### config.mk
export PLATFORM = sky130hd
export DESIGN_NAME = pic_cmd_sequencer
export DESIGN_NICKNAME = d
export VERILOG_FILES = /design/src/rtl/pic_cmd_sequencer.sv
export SDC_FILE = /design/constraint.sdc
export NUM_CORES = 1
export LEC_CHECK = 0
export CAP_MARGIN = 10
export CORE_ASPECT_RATIO = 1.1
export CORE_MARGIN = 3
export CORE_UTILIZATION = 47
export CTS_BUF_LIST = sky130_fd_sc_hd__clkbuf_4 sky130_fd_sc_hd__clkbuf_8
export CTS_CLUSTER_DIAMETER = 40
export DETAILED_ROUTE_END_ITERATION = 10
export GPL_TIMING_DRIVEN = 0
export PLACE_DENSITY_LB_ADDON = 0.05
export REMOVE_ABC_BUFFERS = 1
export SYNTH_ARGS = -nofsm -noshare
export SYNTH_HDL_FRONTEND = slang
export SYNTH_SLANG_ARGS = --single-unit
### constraint.sdc
create_clock -name clk -period 1.85 [get_ports clk]
set_input_delay 0.2775 -clock clk [delete_from_list [all_inputs] [get_ports clk]]
set_output_delay 0.2775 -clock clk [all_outputs]
set_load 0.05 [all_outputs]
### src/rtl/pic_cmd_sequencer.sv
// ICW/OCW command sequencer for an 8259-style PIC.
// Walks the ICW1..ICW4 init sequence, holds the OCW1 mask, decodes OCW2/OCW3
// into strobes/flags and returns IMR/IRR/ISR status bytes on reads.
// Strobe semantics: wr_stb/rd_stb are single-cycle, already qualified
// upstream; each is consumed on the clk edge that samples it, there is no
// back-pressure, and a write wins over a simultaneous read (the read is dropped).
module pic_cmd_sequencer #(
  parameter int                DATA_W  = 8,
  parameter logic [DATA_W-1:0] IMR_RST = 8'hFF
) (
  input  logic              clk,
  input  logic              rstn,
  input  logic              wr_stb,
  input  logic              rd_stb,
  input  logic              a0,
  input  logic [DATA_W-1:0] din,
  input  logic [DATA_W-1:0] irr,
  input  logic [DATA_W-1:0] isr,
  output logic [DATA_W-1:0] dout,
  output logic              dout_vld,
  output logic              icw1_stb,
  output logic              ltim,
  output logic              adi,
  output logic              sngl,
  output logic              ic4,
  output logic [4:0]        vec_base,
  output logic [DATA_W-1:0] icw3,
  output logic              aeoi,
  output logic              sfnm,
  output logic              bufm,
  output logic              msl,
  output logic              upm,
  output logic [DATA_W-1:0] imr,
  output logic              ocw2_stb,
  output logic [2:0]        ocw2_cmd,
  output logic [2:0]        ocw2_lvl,
  output logic              smm,
  output logic              rd_isr,
  output logic              poll_stb,
  output logic              init_busy,
  output logic              init_done,
  output logic [2:0]        dbg_state
);

  typedef enum logic [2:0] {
    S_UNINIT    = 3'd0,
    S_WAIT_ICW2 = 3'd1,
    S_WAIT_ICW3 = 3'd2,
    S_WAIT_ICW4 = 3'd3,
    S_READY     = 3'd4
  } state_t;

  state_t r_state;
  logic   w_is_icw1;

  // ICW1 is recognised in every state and always restarts the sequence
  assign w_is_icw1 = ~a0 & din[4];

  // Busy flag and debug state are plain decodes of the state register
  assign init_busy = (r_state == S_WAIT_ICW2) || (r_state == S_WAIT_ICW3) ||
                     (r_state == S_WAIT_ICW4);
  assign dbg_state = r_state;

  // Command FSM with all configuration, strobe and read-back registers
  always_ff @(posedge clk or negedge rstn) begin
    if (!rstn) begin
      r_state   <= S_UNINIT;
      dout      <= '0;
      dout_vld  <= 1'b0;
      icw1_stb  <= 1'b0;
      ltim      <= 1'b0;
      adi       <= 1'b0;
      sngl      <= 1'b0;
      ic4       <= 1'b0;
      vec_base  <= '0;
      icw3      <= '0;
      aeoi      <= 1'b0;
      sfnm      <= 1'b0;
      bufm      <= 1'b0;
      msl       <= 1'b0;
      upm       <= 1'b0;
      imr       <= IMR_RST;
      ocw2_stb  <= 1'b0;
      ocw2_cmd  <= '0;
      ocw2_lvl  <= '0;
      smm       <= 1'b0;
      rd_isr    <= 1'b0;
      poll_stb  <= 1'b0;
      init_done <= 1'b0;
    end else begin
      icw1_stb <= 1'b0;
      ocw2_stb <= 1'b0;
      poll_stb <= 1'b0;
      dout_vld <= 1'b0;
      if (wr_stb) begin
        if (w_is_icw1) begin
          ltim      <= din[3];
          adi       <= din[2];
          sngl      <= din[1];
          ic4       <= din[0];
          imr       <= '0;
          smm       <= 1'b0;
          rd_isr    <= 1'b0;
          icw3      <= '0;
          aeoi      <= 1'b0;
          sfnm      <= 1'b0;
          bufm      <= 1'b0;
          msl       <= 1'b0;
          upm       <= 1'b0;
          icw1_stb  <= 1'b1;
          init_done <= 1'b0;
          r_state   <= S_WAIT_ICW2;
        end else begin
          case (r_state)
            S_WAIT_ICW2: if (a0) begin
              vec_base <= din[DATA_W-1:3];
              if (!sngl) r_state <= S_WAIT_ICW3;
              else if (ic4) r_state <= S_WAIT_ICW4;
              else begin
                r_state   <= S_READY;
                init_done <= 1'b1;
              end
            end
            S_WAIT_ICW3: if (a0) begin
              icw3 <= din;
              if (ic4) r_state <= S_WAIT_ICW4;
              else begin
                r_state   <= S_READY;
                init_done <= 1'b1;
              end
            end
            S_WAIT_ICW4: if (a0) begin
              upm       <= din[0];
              aeoi      <= din[1];
              msl       <= din[2];
              bufm      <= din[3];
              sfnm      <= din[4];
              r_state   <= S_READY;
              init_done <= 1'b1;
            end
            S_READY: begin
              if (a0) begin
                imr <= din;
              end else if (din[4:3] == 2'b00) begin
                ocw2_stb <= 1'b1;
                ocw2_cmd <= din[7:5];
                ocw2_lvl <= din[2:0];
              end else if (din[4:3] == 2'b01) begin
                if (din[1]) rd_isr <= din[0];
                if (din[6]) smm <= din[5];
                if (din[2]) poll_stb <= 1'b1;
              end
            end
            default: ;
          endcase
        end
      end else if (rd_stb) begin
        dout     <= a0 ? imr : (rd_isr ? isr : irr);
        dout_vld <= 1'b1;
      end
    end
  end

endmodule

=== Yosys cells after proc, flatten, opt, wreduce, memory -nomap -nowiden ===
Index checks and enable logic that the tools add are counted.

* Eq/ne operators: 11
* Muxes and demuxes: 64
* Bitwise operators: 4
* Reductions and logical operators: 22

{| class="wikitable"
|+ Operators with widths
! kind !! number
|-
| 8-bit two-way mux || 7
|-
| 1-bit two-way mux || 49
|-
| 3-bit two-way mux || 6
|-
| 6-bit AND reduction || 3
|-
| 2-bit nonzero test || 7
|-
| 3-bit != test, second input constant || 4
|-
| 5-bit AND reduction || 2
|-
| 3-bit one-hot mux with 3 select lines || 1
|-
| 3-bit AND reduction || 3
|-
| 3-bit by 2-bit == test with 1-bit output, second input constant || 2
|-
| 2-bit AND reduction || 2
|-
| 4-bit AND reduction || 1
|-
| 4-bit nonzero test || 1
|-
| 3-bit by 1-bit == test with 1-bit output, second input constant || 1
|-
| 3-bit == test, second input constant || 1
|-
| 1-bit inverter || 3
|-
| 1-bit one-hot mux with 3 select lines || 1
|-
| 2-bit by 1-bit == test with 1-bit output, second input constant || 1
|-
| 2-bit logical NOT || 1
|-
| 1-bit logical OR || 2
|-
| 2-bit by 1-bit != test with 1-bit output, second input constant || 1
|-
| 2-bit != test, second input constant || 1
|-
| 1-bit bitwise AND || 1
|}

* Register bits after elaboration: 54

=== Logic depth before layout (Yosys ltp) ===
* Depth in word-level cells: 7
* Gate-level depth with buffers: 5
* Mapped depth without buffers: 4

=== Worst setup path after synthesis ===
OpenSTA, ideal clock, no wires.

* Path type: flip-flop to output port
* From: reg r_state[0], in the netlist dbg_state[0]
* To: out init_busy
* Arrival time: 1656 ps
* Required time: 1572 ps
* Slack: -84 ps
* Stages on the path, launching flop included: 4
* Buffers on the path: 1
* Cell sequence: dfrtp_1 -> buf_2 -> nor2_1 -> nor2_1

* Longest elaborated chain between the ends: 3
* Elaborated cells on any way between the ends: 5
* Classes of those cells: 3 x eq/ne; 2 x reduce/logical

{| class="wikitable"
|+ Ends and longest elaborated chain
! item !! line !! RTL
|-
| start: declaration || 53 || <nowiki>state_t r_state;</nowiki>
|-
| start signal: assignment || 67 || <nowiki>r_state <= S_UNINIT;</nowiki>
|-
| start signal: assignment || 112 || <nowiki>r_state <= S_WAIT_ICW2;</nowiki>
|-
| start signal: assignment || 117 || <nowiki>if (!sngl) r_state <= S_WAIT_ICW3;</nowiki>
|-
| 3-bit by 1-bit == test with 1-bit output / 3-bit by 2-bit == test with 1-bit output (equally long branches) || 60 || <nowiki>assign init_busy = (r_state == S_WAIT_ICW2) || (r_state == S_WAIT_ICW3) ||</nowiki>
|-
| 1-bit logical OR || 60 ||
|-
| 1-bit logical OR (*) || 60 ||
|-
| end: declaration || 40 || <nowiki>output logic init_busy,</nowiki>
|}

Every way passes the cells marked *; elsewhere a longest branch is shown, timed or not.

=== Worst setup path after layout ===
* From: reg icw3[2]
* To: out icw3[2]

{| class="wikitable"
|+ RTL lines
! item !! line !! RTL
|-
| start: declaration || 27 || <nowiki>output logic [DATA_W-1:0] icw3,</nowiki>
|-
| start signal: assignment || 125 || <nowiki>icw3 <= din;</nowiki>
|}

No word-level cell between the ends.

==> reports/qor.csv <==
metric,value,unit
overall overflow remaining after global route,0,
CP max FO,2,
via count of the first global-routing pass,1885,
Worst Max-Slew Pin Slew,0.596,ns
total clock sinks,54,
number of synthesized flops with an enable pin,0,
Highest Clock Rate,0.564,GHz
startpoint types,register,
Power Density,1590,nW/um^2
post-synth cell types,34,
number of design rule violations left after detail routing,0,
cell total after placement,346,
antenna diode count,0,
"Warnings, synthesis",0,
total detailed-routing wirelength,5890,microns
area fraction of the dominant cell type after synthesis,0.476,
R2R setup slack,0.33,ns
hold violation count in the final report,0,
# Max-Cap Violations,0,
number of vias in the routed layout,1966,
Worst Hold Slack,0.408,ns
Worst-Skew Late Latency,0.30,ns
starting density of the core,0.502,
type of the setup path with the least slack,register to output pin,
dpl cell area,3280,sq um
number of buffer cells added on primary ports,83,
fin worst setup slack,0.0773,ns
detailed-routing iteration count for the pre-antenna-repair pass,4,
synthesized area per cell,11.2,sq um
Die Span X,74.4,microns
sequential share of the synthesized area,0.563,
"commonest cells after routing, fill and taps aside","sky130_fd_sc_hd__clkdlybuf4s50_1 (65), sky130_fd_sc_hd__dfrtp_1 (43), sky130_fd_sc_hd__o21ai_0 (22), sky130_fd_sc_hd__nand2_1 (21), sky130_fd_sc_hd__a22o_1 (21)",
Wirelength per Cell,16.6,microns
fin cells,355,
top cell type by total area after synthesis,sky130_fd_sc_hd__dfrtp_1,
proportion of register bits with asynchronous set or reset after synthesis,1.00,
post-DR vias/cell,5.54,
global routing usage summed across all routing layers,0.205,
Slew headroom,0.603,
dominant register cell in the synthesized netlist,sky130_fd_sc_hd__dfrtp_1,
DRT iter0 DRCs,146,
sum of buffers and inverters on the critical path,1,
routability congestion estimate from global placement,0.782,
TritonCTS clock tree,yes,
full die area,6040,sq um
number of nets in the layout,327,
critical-path cell list,clkdlybuf4s50_1,
number of buffers inserted by post-CTS setup repair,0,
dominant delay contributor by cell family on the critical path,buffers and inverters,
critical-path cell with the highest stage delay,sky130_fd_sc_hd__clkdlybuf4s50_1,
post-synthesis register bit count,54,
CTS Root Cell,sky130_fd_sc_hd__clkbuf_8,
data arrival time of the critical path,1.50,ns
area of the mapped netlist,2420,sq um
"final std cell area, no fill",3370,sq um
endpoint class of the critical path,output pin,
crit path time final,1.77,ns
number of max-slew violations in the final report,0,
"commonest non-fill, non-tap cell in the layout",sky130_fd_sc_hd__clkdlybuf4s50_1,
run status,finished clean,
delay of the slowest cell on the worst path,0.83,ns
total power of the final layout,5.36,mW
setup repair after global routing missed its margin,false,
final HPWL from detailed placement,4220,microns
ranking of synthesized cells by area,"sky130_fd_sc_hd__dfrtp_1 (48%), sky130_fd_sc_hd__dfstp_2 (8.7%), sky130_fd_sc_hd__a22o_1 (7.6%)",
largest buffer count on any clock path,2,
Worst Setup Slack post-DPL,-0.604,ns
largest net degree at the start of global routing,41,
wire length of the first global-routing pass,9480,microns
area growth from synthesis to layout,39.5,%
maximum ir drop on the vdd rail,1140,uV
number of nets with antenna violations after routing,0,
Post-Synthesis Cells,215,
H-Tree Depth,2,
Die Span Y,81.2,microns
Cell Rows,26,
I/O pins,84,
class of the tightest hold or removal check,primary input to async pin,
clock buffers created by TritonCTS,5,
required arrival time at the worst endpoint,1.57,ns
core region area,4810,sq um
clock-pin slew on the worst setup and hold paths,0.09,ns
share of layout cells above drive strength 1,0.147,
period utilisation layout,0.958,
final clock skew,0.00319,ns
leakage power figure,1.48,nW
Finish-stage setup viols,0,
initial antenna violation count,0,
per-layer routing:
layer / GRT usage / wire, microns / vias to the layer above
met5: 0 / 0 / -
li1: - / - / 932
met1: 0.289 / 2650 / 967
met4: 0.0320 / 42 / 0
met2: 0.317 / 2740 / 62
met3: 0.0631 / 446 / 5
cell families after synthesis:
| group | share of synthesized area |
|---|---|
| flops | 0.563 |
| simple gates | 0.138 |
| compound gates | 0.176 |
| buf+inv | 0.0300 |
| mux | 0.0932 |
timing repair:
item,4_1_cts,5_1_grt
endpoints found under the hold margin,14,0
hold buffers,1,0
endpoints found under the setup margin,56,39
resized for setup,20,4
metrics by stage:
stage	utilization	TNS (ns)
floorplan	-	-0.0180
global placement	0.678	-78.97
detailed placement	0.681	-21.36
CTS	0.700	0
global route	0.700	0
finish	0.700	0
report_power, final:
group	switching [mW]	internal, mW	leakage, nW	total (mW)
combinational	1.81	0.940	0.756	2.75
clock	0.355	0.335	0.0523	0.691
sequential	0.329	1.59	0.675	1.92
total	2.50	2.87	1.48	5.36
path summary, 6_finish.rpt:
path                         startpoint        end  depth (start not counted)
min reg2reg                     dout[7]    dout[7]                          2
max                             icw3[2]    icw3[2]                          1
max reg2reg                dbg_state[2]        smm                          4
min                                rstn  init_done                          2
max in group asynchronous          rstn     imr[3]                          3
min in group clk                dout[7]    dout[7]                          2
registers in the layout, summed over array words and instances, names as in the netlist, 3 cells and up:
register / count
icw3: 8
dbg_state: 3
imr: 8
ocw2_lvl: 3
ocw2_cmd: 3
dout: 8
vec_base: 5
cell usage after synthesis, types with 2 or more instances:
| master | count |
|---|---|
| sky130_fd_sc_hd__dfrtp_1 | 46 |
| sky130_fd_sc_hd__o21ai_0 | 22 |
| sky130_fd_sc_hd__a22o_1 | 21 |
| sky130_fd_sc_hd__nand2_1 | 21 |
| sky130_fd_sc_hd__nor2_1 | 15 |
| sky130_fd_sc_hd__mux2_2 | 12 |
| sky130_fd_sc_hd__a21oi_1 | 11 |
| sky130_fd_sc_hd__mux2i_1 | 9 |
| sky130_fd_sc_hd__dfstp_2 | 8 |
| sky130_fd_sc_hd__nand2b_1 | 7 |
| sky130_fd_sc_hd__inv_1 | 5 |
| sky130_fd_sc_hd__buf_2 | 4 |
| sky130_fd_sc_hd__o31ai_1 | 3 |
| sky130_fd_sc_hd__a31oi_1 | 2 |
| sky130_fd_sc_hd__buf_4 | 2 |
| sky130_fd_sc_hd__clkbuf_1 | 2 |
| sky130_fd_sc_hd__nand3b_1 | 2 |
| sky130_fd_sc_hd__nor2_2 | 2 |
| sky130_fd_sc_hd__nor2b_1 | 2 |
| sky130_fd_sc_hd__nor3b_1 | 2 |
| sky130_fd_sc_hd__nor3b_2 | 2 |
| sky130_fd_sc_hd__o211ai_1 | 2 |
| sky130_fd_sc_hd__o21ai_1 | 2 |
worst register-to-register path: stages (launching register included):
cell and delay (ns):
sky130_fd_sc_hd__dfrtp_1 0.53, sky130_fd_sc_hd__nor3b_2 0.30, sky130_fd_sc_hd__nand3_1 0.20, sky130_fd_sc_hd__nor3b_2 0.24
sky130_fd_sc_hd__mux2i_1 0.19
area by class of cell:
| cell class | count | area [sq um] |
|---|---|---|
| Fill cell | 375 | 1440 |
| Sequential cell | 54 | 1370 |
| Multi-Input combinational cell | 147 | 983 |
| Timing Repair Buffer | 85 | 837 |
| Clock buffer | 8 | 97.6 |
| Tap cell | 56 | 70.1 |
| Inverter | 5 | 18.8 |
No activity file was read; power rests on OpenSTA's default activity.
